File: config.mk
export PLATFORM = sky130hd
export DESIGN_NAME = cfg_ls_stream_shadow
export DESIGN_NICKNAME = d
export VERILOG_FILES = /design/src/rtl/mage_pkg.sv /design/src/rtl/cfg_word_be_reg.sv /design/src/rtl/cfg_ls_stream_shadow.sv
export SDC_FILE = /design/constraint.sdc
export NUM_CORES = 1
export LEC_CHECK = 0
export BUFFER_PORTS_ARGS = -buffer_cell sky130_fd_sc_hd__buf_2
export CORE_MARGIN = 10
export CORE_UTILIZATION = 40
export CTS_CLUSTER_DIAMETER = 200
export DETAILED_ROUTE_END_ITERATION = 12
export PLACE_DENSITY = 0.71
export SLEW_MARGIN = 15
export SYNTH_ARGS = -nofsm -noshare
export SYNTH_HDL_FRONTEND = slang
export SYNTH_SLANG_ARGS = --single-unit
File: constraint.sdc
create_clock -name clk_i -period 13.3 [get_ports clk_i]
set_input_delay 1.33 -clock clk_i [delete_from_list [all_inputs] [get_ports clk_i]]
set_output_delay 1.33 -clock clk_i [all_outputs]
set_load 0.02 [all_outputs]
File: src/rtl/mage_pkg.sv
// Shared definitions for the MAGE streaming memory interface configuration path.
// Holds stream-config word counts and the load/store shadow-register FSM encoding.
package mage_pkg;

    localparam int N_CFG_REGS_LOAD_STREAM  = 2;
    localparam int N_CFG_REGS_STORE_STREAM = 2;

    localparam int LS_CFG_ADDR_W      = 6;
    localparam int LS_CFG_ACTIVE_BIT  = LS_CFG_ADDR_W - 1;

    typedef enum logic {
        IDLE    = 1'b0,
        PENDING = 1'b1
    } cfg_shadow_state_e;

    // Position of the active-copy select bit for a given word-address width.
    function automatic int ls_cfg_active_bit(input int addr_w);
        return addr_w - 1;
    endfunction

endpackage

File: src/rtl/cfg_word_be_reg.sv
// One 32-bit configuration word with per-byte write enables and synchronous reset.
module cfg_word_be_reg (
    input  logic        clk,
    input  logic        rst,
    input  logic        we,
    input  logic [3:0]  be,
    input  logic [31:0] wdata,
    output logic [31:0] q
);

    always_ff @(posedge clk) begin
        if (rst) begin
            q <= '0;
        end else if (we) begin
            for (int b = 0; b < 4; b++) begin
                if (be[b]) q[8*b +: 8] <= wdata[8*b +: 8];
            end
        end
    end

endmodule

File: src/rtl/cfg_ls_stream_shadow.sv
// Double-buffered load/store stream-select config: software writes a shadow copy, a commit
// moves it into the active copy once the stream engine is idle. Readback: MAGE_LS_CFG_READBACK_EN.
module cfg_ls_stream_shadow
    import mage_pkg::*;
#(
    parameter int N_L_REGS = N_CFG_REGS_LOAD_STREAM,
    parameter int N_S_REGS = N_CFG_REGS_STORE_STREAM,
    parameter int ADDR_W   = 6
) (
    input  logic                    clk_i,
    input  logic                    rst_i,
    input  logic                    cfg_req_i,
    input  logic                    cfg_we_i,
    input  logic [ADDR_W-1:0]       cfg_addr_i,
    input  logic [31:0]             cfg_wdata_i,
    input  logic [3:0]              cfg_be_i,
    output logic                    cfg_gnt_o,
    output logic                    cfg_rvalid_o,
    output logic [31:0]             cfg_rdata_o,
    output logic                    cfg_err_o,
    input  logic                    commit_req_i,
    input  logic                    busy_i,
    output logic                    pending_o,
    output logic                    commit_done_o,
    output logic [N_L_REGS*32-1:0]  reg_cfg_l_stream_sel_o,
    output logic [N_S_REGS*32-1:0]  reg_cfg_s_stream_sel_o
);

    localparam int N_REGS  = N_L_REGS + N_S_REGS;
    localparam int ACT_BIT = ls_cfg_active_bit(ADDR_W);

    // Handshake: an access transfers in any cycle where cfg_req_i and cfg_gnt_o are both high;
    // exactly one response (cfg_rvalid_o with rdata/err) follows in the next cycle, so
    // back-to-back grants give back-to-back responses and there is no response backpressure.

    cfg_shadow_state_e state_q, state_d;
    logic              commit_fire;

    logic                act_sel;
    logic [ADDR_W-2:0]   word_idx;
    int                  word_num;
    logic                mapped;
    logic                write_stall;
    logic                gnt;
    logic                wr_ok;
    logic                acc_err;
    logic [31:0]         rd_word;

    logic [N_REGS-1:0]   word_we;
    logic [31:0]         shadow_q [N_REGS];
    logic [31:0]         active_q [N_REGS];

    logic                rvalid_q;
    logic [31:0]         rdata_q;
    logic                err_q;
    logic                commit_done_q;

    always_ff @(posedge clk_i) begin
        if (rst_i) state_q <= IDLE;
        else       state_q <= state_d;
    end

    always_comb begin
        state_d     = state_q;
        commit_fire = 1'b0;
        case (state_q)
            IDLE: begin
                if (commit_req_i) begin
                    if (busy_i) state_d     = PENDING;
                    else        commit_fire = 1'b1;
                end
            end
            PENDING: begin
                // Extra commit requests here are absorbed into the one already pending.
                if (!busy_i) begin
                    commit_fire = 1'b1;
                    state_d     = IDLE;
                end
            end
            default: state_d = IDLE;
        endcase
    end

    assign act_sel  = cfg_addr_i[ACT_BIT];
    assign word_idx = cfg_addr_i[ADDR_W-2:0];
    assign word_num = int'(word_idx);
    assign mapped   = (word_num < N_REGS);

    // Writes wait while a commit is requested or pending so the shadow stays stable for the copy.
    assign write_stall = cfg_we_i & (commit_req_i | (state_q == PENDING));
    assign gnt         = cfg_req_i & ~write_stall;
    assign cfg_gnt_o   = gnt;

    assign wr_ok   = gnt & cfg_we_i & ~act_sel & mapped;
    assign acc_err = (cfg_we_i & (act_sel | ~mapped)) | (~cfg_we_i & ~mapped);

    for (genvar gi = 0; gi < N_REGS; gi++) begin : g_shadow
        assign word_we[gi] = wr_ok && (word_num == gi);

        cfg_word_be_reg u_word (
            .clk   (clk_i),
            .rst   (rst_i),
            .we    (word_we[gi]),
            .be    (cfg_be_i),
            .wdata (cfg_wdata_i),
            .q     (shadow_q[gi])
        );
    end

    always_ff @(posedge clk_i) begin
        if (rst_i) begin
            for (int i = 0; i < N_REGS; i++) active_q[i] <= '0;
        end else if (commit_fire) begin
            for (int i = 0; i < N_REGS; i++) active_q[i] <= shadow_q[i];
        end
    end

`ifdef MAGE_LS_CFG_READBACK_EN
    always_comb begin
        rd_word = '0;
        for (int i = 0; i < N_REGS; i++) begin
            if (word_num == i) rd_word = act_sel ? active_q[i] : shadow_q[i];
        end
    end
`else
    assign rd_word = '0;
`endif

    always_ff @(posedge clk_i) begin
        if (rst_i) begin
            rvalid_q      <= 1'b0;
            rdata_q       <= '0;
            err_q         <= 1'b0;
            commit_done_q <= 1'b0;
        end else begin
            rvalid_q      <= gnt;
            rdata_q       <= (gnt & ~cfg_we_i & ~acc_err) ? rd_word : 32'h0;
            err_q         <= gnt & acc_err;
            commit_done_q <= commit_fire;
        end
    end

    assign cfg_rvalid_o  = rvalid_q;
    assign cfg_rdata_o   = rdata_q;
    assign cfg_err_o     = err_q;
    assign commit_done_o = commit_done_q;
    assign pending_o     = (state_q == PENDING);

    for (genvar gl = 0; gl < N_L_REGS; gl++) begin : g_l_out
        assign reg_cfg_l_stream_sel_o[32*gl +: 32] = active_q[gl];
    end

    for (genvar gs = 0; gs < N_S_REGS; gs++) begin : g_s_out
        assign reg_cfg_s_stream_sel_o[32*gs +: 32] = active_q[N_L_REGS + gs];
    end

endmodule

Yosys cells after proc, flatten, opt, wreduce, memory -nomap -nowiden
Memory sizes are Yosys's and may differ from the RTL's.
Cells that the tools add are included.

storage, ports and cells
  bits in registers = 132
  bits in writable memories = 128
  input bits = 48
  output and inout port bits = 165
  word-level logic and storage cells = 81
  memories = 1

operators by class
  $lt $le $gt $ge = 1
  equality and inequality tests = 3
  multiplexer cells = 15
  bitwise gates (word level) = 20
  reductions and logical operators = 21

memories
  memory    words  bits a word  read ports  clocked after Yosys merged registers in  wr ports  line                        source
  active_q  4      32           4           0                                        4         cfg_ls_stream_shadow.sv:51  logic [31:0] active_q [N_REGS];

operators with widths
  kind                                                 number
  two-way mux 32 bit                                   4
  logical NOT 32 bit                                   1
  AND reduction 2 bit                                  16
  equality test 5 x 3 -> 1 bit, second input constant  2
  two-way mux 1 bit                                    9
  bitwise AND 1 bit                                    8
  OR 1 bit                                             7
  equality test 5 x 2 -> 1 bit, second input constant  1
  < comparator 5 x 3 -> 1 bit, second input constant   1
  NOT 1 bit                                            5
  logical AND 1 bit                                    4
  case mux 1 bit (2 select lines)                      2

Logic depth before layout (Yosys ltp)
Gate-level depths: netlist of run 1.

  word-level depth = 9
  mapped depth = 5
  mapped depth without buffers = 3

Cells and area by module
A second synthesis of run 1 with hierarchy kept.

second synthesis, totals
  cells, all modules = 927
  area, all modules = 11,838.9 um^2

modules (own cells, without submodules)
  module                times used  cells each  area each (um^2)  seq. area each (um^2)
  cfg_ls_stream_shadow  1           343         5,983.2           3,923.8
  cfg_word_be_reg       4           146         1,463.9           640.6

Worst setup path after synthesis of run 1
Ideal clock, no wire load.

  path type = input to register
  from = in commit_req_i
  to = mem active_q[0][0], enable pin
  library setup time = 0.642 ns
  data arrival time = 7.300 ns
  required time = 12.658 ns
  slack = 5.357 ns
  cell stages on the path = 2
  path buffers = 0
  cell sequence = nor2_1 -> o21bai_1

RTL lines
  item             line                        source
  start, declared  cfg_ls_stream_shadow.sv:21  input logic commit_req_i,
  end, declared    cfg_ls_stream_shadow.sv:51

==> results.sh, run 1 <==
export IMPL_fillers=2284
export IMPL_clockBufferDepth=3
export IMPL_gp_congestion=0.717
export IMPL_p_int_uw=1290
export IMPL_skew_ns=0.00828
export IMPL_yosys_top_cells_area="edfxtp_1 (37%), dfxtp_1 (25%), mux2i_1 (12%)"
export IMPL_cts_repair_resized=0
export IMPL_status="completed"
export IMPL_yosysSeqAreaShare=0.623
export IMPL_hold_buffers=0
export IMPL_antenna_found_initial=0
export IMPL_hold_viol=0
export IMPL_finalSetupViolCount=0
export IMPL_switching_power_uw=381
export IMPL_cts_setup_buffers=0
export IMPL_grt_pass1_vias=6270
export IMPL_p_comb_frac=0.066
export IMPL_crit_arrival_ns=3.55
export IMPL_required_ns=13.44
export IMPL_rsz0062_at_grt="false"
export IMPL_max_freq_mhz=293
export IMPL_drtIter0Drc=325
export IMPL_final_cell_area_um2=12300
export IMPL_slew_violations=0
export IMPL_vias=5995
export IMPL_vias_per_cell=4.58
export IMPL_multi_input_area_um2=3620
export IMPL_cts_sinks=260
export IMPL_layout_worst_path_cycle_share=0.257
export IMPL_cts_root_buf="clkbuf_16"
export IMPL_synthCells=780
export IMPL_stdcell_count=1308
export IMPL_cp_end_kind="register"
export IMPL_layout_drive_gt1_share=0.249
export IMPL_yosys_warnings=0
export IMPL_syn_to_final_growth_pct=18.1
export IMPL_cts_made_buffers=27
export IMPL_dpl_instance_area_um2=11500
export IMPL_grt_util_all_layers=0.131
export IMPL_io_pins=213
export IMPL_clkTransAtPathRegs_ns=0.06
export IMPL_dieWidth_um=181
export IMPL_ys_top_cells_by_count="nand2b_1 (160), dfxtp_1 (132), and2_1 (128), edfxtp_1 (128), mux2i_1 (128)"
export IMPL_final_antenna_net_count=0
export IMPL_nets=1003
export IMPL_start_kind="input pin"
export IMPL_insertion_delay_ns=0.52
export IMPL_core_area_um2=25400
export IMPL_fin_ws_ns=9.89
export IMPL_synthArstFlopShare=0
export IMPL_fin_setup_tns_ns=0
export IMPL_hpwl_mm=14.7
export IMPL_ys_types=23
export IMPL_place_worst_setup_slack_ns=9.24
export IMPL_synth_most_common_cell="nand2b_1"
export IMPL_period_needed_ns=3.41
export IMPL_ys_flop_type="dfxtp_1"
export IMPL_routed_wl_mm=22.3
export IMPL_drt_pass1_iterations=4
export IMPL_synth_top_area_cell="edfxtp_1"
export IMPL_start_util=0.410
export IMPL_grt_pass1_wl_mm=35.2
export IMPL_num_rows=58
export IMPL_synth_area_per_cell_um2=13.3
export IMPL_ir_drop_mv=0.0838
export IMPL_place_inst=1256
export IMPL_seq_area_um2=6490
export IMPL_grt_max_degree=130
export IMPL_p_leak_uw=0.00565
export IMPL_port_buffers=180
export IMPL_switching_share=0.228
export IMPL_cp_max_fo=72
export IMPL_grt_overflow=0
export IMPL_dieArea_um2=32900
export IMPL_detail_route_wl_per_cell_um=17.1
export IMPL_seqPwrFrac=0.518
export IMPL_critical_path_class="input pin to register"
export IMPL_synth_area_um2=10400
export IMPL_cts_tree="yes"
export IMPL_ys_ff_latch=260
export IMPL_max_cap_violations=0
export IMPL_worst_pin_slew_ns=1.10
export IMPL_maxSlewHeadroom=0.270
export IMPL_die_h_um=181
export IMPL_yosysTopAreaCellShare=0.369
export IMPL_cts_htree_levels=1
export IMPL_drcViolationCount=0
export IMPL_power_uw=1670
export IMPL_synth_edf_count=128
export IMPL_hp_class="register to register"
export IMPL_p_clk_frac=0.416
export IMPL_powerDensity_nw_per_um2=136
-- logic make-up (layout without fill, tap and decap cells) --
kind of cell           count (synthesis)  after routing  share of synthesized area
flip-flops                           260            260                      0.623
other                                  1             35                   0.000360
AND/OR/NAND/NOR                      316            316                      0.210
buffers and inverters                 72            236                     0.0417
AO/OA/AOI/OAI                          3              3                    0.00204
multiplexers                         128            128                      0.123
-- routing by layer --
metal,GRT usage,routed length [um],vias up
li1,-,-,2937
met1,0.165,10000,2872
met2,0.218,10600,161
met3,0.0334,1350,25
met4,0.0342,351,0
met5,0,0,-
-- layout by cell type, fill, tap and decap left out, drive strengths merged --
cell / netlist / layout
a2111oi: 1 / 1
and2: 129 / 129
and4: 3 / 3
buf: 37 / 186
bufinv: 0 / 1
clkbuf: 34 / 34
clkinv: 0 / 13
conb: 1 / 32
dfxtp: 132 / 132
diode: 0 / 3
edfxtp: 128 / 128
inv: 1 / 2
mux2i: 128 / 128
nand2: 1 / 1
nand2b: 160 / 160
nand4: 13 / 13
nor2: 3 / 3
nor2b: 2 / 2
nor3: 2 / 2
nor3b: 1 / 1
nor4b: 2 / 2
o21ai: 1 / 1
o21bai: 1 / 1
-- through the flow --
step | utilization | hold slack (ns)
detailed placement | 0.452 | 0.460
global route | 0.484 | 0.489
finish | 0.484 | 0.468
global placement | 0.452 | 0.454
floorplan | - | 0.444
CTS | 0.484 | 0.472
-- state kept, by name, indices dropped and copies added, names as in the netlist --
signal / count
cfg_err_o: 1
active_q: 128
cfg_rvalid_o: 1
commit_done_o: 1
pending_o: 1
g_shadow.u_word.q: 128
-- critical path: stages --
cell and delay, ns:
buf_4 0.47, o21bai_4 0.23, buf_4 0.70, buf_4 0.76
-- path summary, 6_finish.rpt --
kind / slack, ns / to / cells past startpoint / startpoint
setup / recovery: 9.89 / active_q[1][11] / 4 / rst_i
hold / removal: 0.47 / g_shadow[2].u_word.q[21] / 2 / g_shadow[2].u_word.q[21]
setup reg to reg: 10.75 / active_q[1][11] / 4 / pending_o
hold reg to reg: 0.47 / g_shadow[2].u_word.q[21] / 2 / g_shadow[2].u_word.q[21]
-- power groups by stage --
stage | combinational, uW | clock, uW | sequential, uW
after floorplan | 49.0 | 0 | 916
after detailed placement | 114 | 0 | 884
after global routing | 120 | 749 | 868
after CTS | 114 | 714 | 867
final | 111 | 695 | 867
after global placement | 112 | 0 | 884
-- cell type report --
type / instances / area share
diodes: 3 / 0.000611
clock buffers: 34 / 0.0587
clock inverters: 15 / 0.00773
inverters: 1 / 0.000305
multi-input cells: 479 / 0.294
flip-flops and latches: 260 / 0.528
well taps: 330 / 0.0336
repair buffers: 186 / 0.0771
No activity file was read; power rests on OpenSTA's default activity.
==> run 2, diff against run 1 <==
==> constraint.sdc (replaced) <==
create_clock -name clk_i -period 3.5 [get_ports clk_i]
set_input_delay 0.35 -clock clk_i [delete_from_list [all_inputs] [get_ports clk_i]]
set_output_delay 0.35 -clock clk_i [all_outputs]
set_load 0.02 [all_outputs]
==> run 2 against run 1 <==
  * Core utilization rose by 0.60 points
  * Flip-flop and latch count did not move
  * Hold slack got worse by 0.38 ns
  * Clock power rose to 4.4 times the previous value
  * Die area did not move
  * Sequential share of layout area fell by 0.64 points
  * Count of clock-buffer cells in the layout fell by 1
  * Critical path depth did not move
  * Design area rose by 1.2%
  * Power rose to 4.0 times the previous value
  * Critical path type is now register to register
  * Highest routed layer unchanged
==> results.sh, run 2 (synthesis results as in run 1) <==
export IMPL_port_buffers=180
export IMPL_final_antenna_net_count=0
export IMPL_skew_ns=0.0162
export IMPL_maxSlewHeadroom=0.451
export IMPL_layout_commonest_cell="buf_2"
export IMPL_max_freq_mhz=545
export IMPL_ir_drop_mv=0.312
export IMPL_cts_repair_resized=0
export IMPL_grt_overflow=0
export IMPL_die_h_um=181
export IMPL_switching_power_uw=1510
export IMPL_hp_class="input pin to register"
export IMPL_finalSetupViolCount=0
export IMPL_max_stage_delay_ns=0.49
export IMPL_cts_htree_levels=1
export IMPL_detail_route_wl_per_cell_um=17.3
export IMPL_cts_root_buf="clkbuf_16"
export IMPL_insertion_delay_ns=0.53
export IMPL_io_pins=213
export IMPL_dpl_instance_area_um2=11500
export IMPL_start_kind="register"
export IMPL_layout_common_cells="buf_2 (179), nand2b_1 (160), dfxtp_1 (132)"
export IMPL_powerDensity_nw_per_um2=543
export IMPL_grt_pass1_wl_mm=35.7
export IMPL_cts_sinks=260
export IMPL_fin_setup_tns_ns=0
export IMPL_vias_per_cell=4.58
export IMPL_p_leak_uw=0.00571
export IMPL_switching_share=0.223
export IMPL_seqPwrFrac=0.487
export IMPL_slew_violations=0
export IMPL_p_comb_frac=0.063
export IMPL_antenna_found_initial=1
export IMPL_drt_pass1_iterations=4
export IMPL_required_ns=3.95
export IMPL_drcViolationCount=0
export IMPL_clockBufferDepth=3
export IMPL_drtIter0Drc=426
export IMPL_final_cell_area_um2=12400
export IMPL_core_area_um2=25400
export IMPL_period_needed_ns=1.84
export IMPL_start_util=0.410
export IMPL_p_int_uw=5240
export IMPL_rsz0062_at_grt="false"
export IMPL_gp_congestion=0.711
export IMPL_dieArea_um2=32900
export IMPL_hold_buffers=0
export IMPL_cp_end_kind="register"
export IMPL_status="completed"
export IMPL_cts_made_buffers=27
export IMPL_cp_max_fo=16
export IMPL_num_rows=58
export IMPL_hold_viol=0
export IMPL_cts_tree="yes"
export IMPL_crit_chain="nor4b_4 > buf_4 > nand4_2 > mux2i_1"
export IMPL_max_cap_violations=0
export IMPL_largestRegisters="active_q: 128 flops, g_shadow.u_word.q: 128 flops"
export IMPL_p_clk_frac=0.450
export IMPL_hpwl_mm=14.8
export IMPL_syn_to_final_growth_pct=19.6
export IMPL_layout_worst_path_cycle_share=0.524
export IMPL_worst_pin_slew_ns=0.820
export IMPL_cts_setup_buffers=0
export IMPL_grt_max_degree=130
export IMPL_critical_path_class="register to register"
export IMPL_grt_pass1_vias=6341
export IMPL_routed_wl_mm=22.6
export IMPL_grt_util_all_layers=0.133
export IMPL_nets=1002
export IMPL_crit_arrival_ns=2.29
export IMPL_layout_drive_gt1_share=0.258
export IMPL_slowest_stage="nand4_2"
export IMPL_dieWidth_um=181
export IMPL_vias=5979
export IMPL_clkTransAtPathRegs_ns=0.06
==> run 2: changes by cell type in the layout (fill, tap and decap cells not counted), sizes merged <==
cell,previous run,this run
buf,186,185
bufinv,1,5
clkbuf,34,33
clkinv,13,5
clkinvlp,0,3
diode,3,1
inv,2,5
==> run 2: final timing paths <==
| check | cells after the start | slack, ns | to | startpoint |
|---|---|---|---|---|
| worst min-delay path | 3 | 0.09 | cfg_rvalid_o | cfg_req_i |
| worst max-delay path | 4 | 1.66 | g_shadow[1].u_word.q[18] | pending_o |
| worst max register to register | 4 | 1.66 | g_shadow[1].u_word.q[18] | pending_o |
| worst min register to register | 2 | 0.47 | g_shadow[2].u_word.q[14] | g_shadow[2].u_word.q[14] |
==> run 2: cell type report <==
class | count | area [um2]
flip-flops and latches | 260 | 6490
repair buffers | 185 | 966
inverters | 1 | 3.75
clock inverters | 17 | 228
well taps | 330 | 413
diodes | 1 | 2.50
multi-input cells | 479 | 3620
fillers | 2284 | 13000
clock buffers | 33 | 728
==> run 2: power by group through the flow <==
stage | Clock (uW) | Sequential, uW | Combinational [uW]
final | 3040 | 3290 | 422
after global routing | 3240 | 3300 | 456
after CTS | 3120 | 3290 | 432
after detailed placement | 0 | 3360 | 431
after global placement | 0 | 3360 | 426
after floorplan | 0 | 3470 | 188
==> run 2: metal layers <==
layer  global-route usage  up-vias  share of wire
li1                     -     2935              -
met1                0.167     2854           0.44
met2                0.225      157           0.48
met3               0.0304       33          0.056
met4               0.0368        0          0.018
met5                    0        -              0
==> run 2: critical path, delay by kind of cell, from the launching register on <==
family / cells / cell delay, ns
AND/OR/NAND/NOR: 2 / 0.74
buffers and inverters: 1 / 0.37
flip-flops: 1 / 0.35
multiplexers: 1 / 0.29
==> run 2: per-stage QoR <==
stage | total power [uW] | utilization | hold WS, ns | instances | worst slack (ns)
global placement | 3780 | 0.452 | 0.454 | 1255 | 1.40
floorplan | 3650 | - | 0.444 | 811 | 0.485
global route | 6990 | 0.490 | 0.100 | 1306 | 1.48
finish | 6750 | 0.490 | 0.0913 | 1306 | 1.66
CTS | 6840 | 0.490 | 0.0750 | 1305 | 1.60
detailed placement | 3790 | 0.452 | 0.462 | 1255 | 1.38
==> run 3, diff against run 2 <==
--- a/config.mk
+++ b/config.mk
@@ -10,7 +10,7 @@
 export CORE_UTILIZATION = 40
 export CTS_CLUSTER_DIAMETER = 200
 export DETAILED_ROUTE_END_ITERATION = 12
-export PLACE_DENSITY = 0.71
+export PLACE_DENSITY = 0.74
 export SLEW_MARGIN = 15
 export SYNTH_ARGS = -nofsm -noshare
 export SYNTH_HDL_FRONTEND = slang
==> constraint.sdc (replaced) <==
create_clock -name clk_i -period 1.6 [get_ports clk_i]
set_input_delay 0.16 -clock clk_i [delete_from_list [all_inputs] [get_ports clk_i]]
set_output_delay 0.16 -clock clk_i [all_outputs]
set_load 0.02 [all_outputs]
==> run 3 against run 2 <==
  * Power is 120% higher
  * Clock skew is 0.0069 ns lower
  * Critical path type unchanged
  * Cell count is 3.8% higher
==> results.sh, run 3 (synthesis results as in run 1) <==
export IMPL_status="completed"
export IMPL_maxSlewHeadroom=0.646
export IMPL_required_ns=1.99
export IMPL_cp_end_kind="register"
export IMPL_dieArea_um2=32900
export IMPL_cts_made_buffers=27
export IMPL_worst_path_buf_inv=4
export IMPL_max_freq_mhz=637
export IMPL_nets=1052
export IMPL_reg2reg_from="pending_o"
export IMPL_vias_per_cell=4.60
export IMPL_start_kind="register"
export IMPL_grt_overflow=0
export IMPL_worst_pin_slew_ns=0.531
export IMPL_stdcell_count=1355
export IMPL_fillers=2187
export IMPL_layout_worst_path_cycle_share=0.982
export IMPL_p_leak_uw=0.00602
export IMPL_ir_drop_mv=0.603
export IMPL_grt_max_degree=161
export IMPL_clockBufferDepth=3
export IMPL_max_cap_violations=0
export IMPL_largestRegisters="active_q: 128 flops, g_shadow.u_word.q: 128 flops"
export IMPL_final_util=0.516
export IMPL_num_rows=58
export IMPL_dieWidth_um=181
export IMPL_layout_drive_gt1_share=0.274
export IMPL_crit_chain="nor4b_4 > buf_4 > buf_12 > buf_4 > nand4_2 > buf_12 > mux2i_1"
export IMPL_max_stage_delay_ns=0.37
export IMPL_detail_route_wl_per_cell_um=17.0
export IMPL_drt_pass1_iterations=4
export IMPL_use_met1=0.169
export IMPL_grt_util_all_layers=0.135
export IMPL_skew_ns=0.00930
export IMPL_start_util=0.410
export IMPL_layout_common_cells="buf_2 (178), nand2b_1 (160), dfxtp_1 (131)"
export IMPL_io_pins=213
export IMPL_busiest_layer="met2"
export IMPL_hold_path_startpoint="cfg_wdata_i[21]"
export IMPL_cts_sinks=260
export IMPL_rsz0062_at_grt="true"
export IMPL_hold_viol=0
export IMPL_slew_violations=0
export IMPL_power_uw=14900
export IMPL_drcViolationCount=0
export IMPL_finalSetupViolCount=0
export IMPL_core_area_um2=25400
export IMPL_cts_htree_levels=1
export IMPL_clkTransAtPathRegs_ns=0.06
export IMPL_crit_arrival_ns=1.96
export IMPL_vias=6228
export IMPL_cts_tree="yes"
export IMPL_hpwl_mm=15.5
export IMPL_worst_r2r_path_depth=7
export IMPL_powerDensity_nw_per_um2=1140
export IMPL_die_h_um=181
export IMPL_rrSetupSlack_ns=0.03
export IMPL_cp_max_fo=8
export IMPL_port_buffers=180
export IMPL_min_to="g_shadow[3].u_word.q[21]"
export IMPL_syn_to_final_growth_pct=25.9
export IMPL_critical_path_class="register to register"
export IMPL_period_needed_ns=1.57
export IMPL_cts_root_buf="clkbuf_16"
export IMPL_final_antenna_net_count=0
export IMPL_grt_pass1_wl_mm=36.3
export IMPL_r2r_end="g_shadow[1].u_word.q[19]"
export IMPL_slowest_stage="dfxtp_4"
export IMPL_place_inst=1275
export IMPL_gp_congestion=0.715
export IMPL_insertion_delay_ns=0.52
export IMPL_grt_pass1_vias=6578
export IMPL_drtIter0Drc=305
export IMPL_routed_wl_mm=23.1
export IMPL_fin_ws_ns=0.0295
export IMPL_min_path_cells=3
export IMPL_crit_family="buffers and inverters"
export IMPL_place_worst_setup_slack_ns=-0.0453
export IMPL_layout_commonest_cell="buf_2"
export IMPL_met2_usage=0.228
export IMPL_hp_class="input pin to register"
export IMPL_gr_usage_met3=0.0336
export IMPL_antenna_found_initial=0
## run 3: power by group
part	leakage, uW	internal [uW]	switching (uW)
Combinational	0.00311	363	700
Sequential	0.00244	7150	56.2
Clock	0.000470	4150	2510
Total	0.00602	11700	3270
## run 3: per-stage QoR
stage	area [um2]	hold slack, ns	TNS (ns)
6_report	13100	0.0151	0
5_1_grt	13100	0.0132	-3.29
4_1_cts	13000	0.00313	0
3_5_place_dp	11800	0.410	-0.415
3_3_place_gp	11800	0.402	-0.0910
2_1_floorplan	10500	0.316	-157.28
## run 3: worst max-delay path by stage
stage	startpoint	endpoint	slack, ns	cells past startpoint
final	pending_o	g_shadow[1].u_word.q[19]	0.03	7
after detailed placement	cfg_addr_i[2]	g_shadow[2].u_word.q[5]	-0.05	5
after floorplan	pending_o	active_q[0][0]	-1.23	2
after global placement	cfg_addr_i[2]	g_shadow[2].u_word.q[3]	-0.01	5
after CTS	pending_o	g_shadow[2].u_word.q[21]	0.009	5
after global routing	pending_o	g_shadow[2].u_word.q[25]	-0.08	6
## run 3: cell type report
cell class | instances | area [um2] | share of cell area
inverter | 1 | 3.75 | 0.000287
tap | 330 | 413 | 0.0315
multi-input combinational | 479 | 3640 | 0.278
clock inverter | 19 | 256 | 0.0196
timing repair buffer | 235 | 1580 | 0.121
sequential | 260 | 6490 | 0.495
antenna | 1 | 2.50 | 0.000191
clock buffer | 30 | 707 | 0.0540
## run 3: per-layer routing
| layer | share of wire | vias to the layer above | routed length (um) |
|---|---|---|---|
| met4 | 0.017 | 0 | 386 |
| met5 | 0 | - | 0 |
| met3 | 0.063 | 30 | 1450 |
| li1 | - | 3041 | - |
| met1 | 0.43 | 2992 | 9950 |
| met2 | 0.49 | 165 | 11300 |
## run 3: worst register-to-register path: stages, from the launching register on
cell and delay [ns]:
dfxtp_4 0.37, nor4b_4 0.21, buf_4 0.19, buf_12 0.13
buf_4 0.11, nand4_2 0.13, buf_12 0.19, mux2i_1 0.12
## run 3: repair_timing
item,CTS,global route
resized for setup,2,6
hold buffers,21,0
cloned,0,1
buffers inserted,3,5
endpoints found under the setup margin,18,83
hold endpoints to repair,45,0
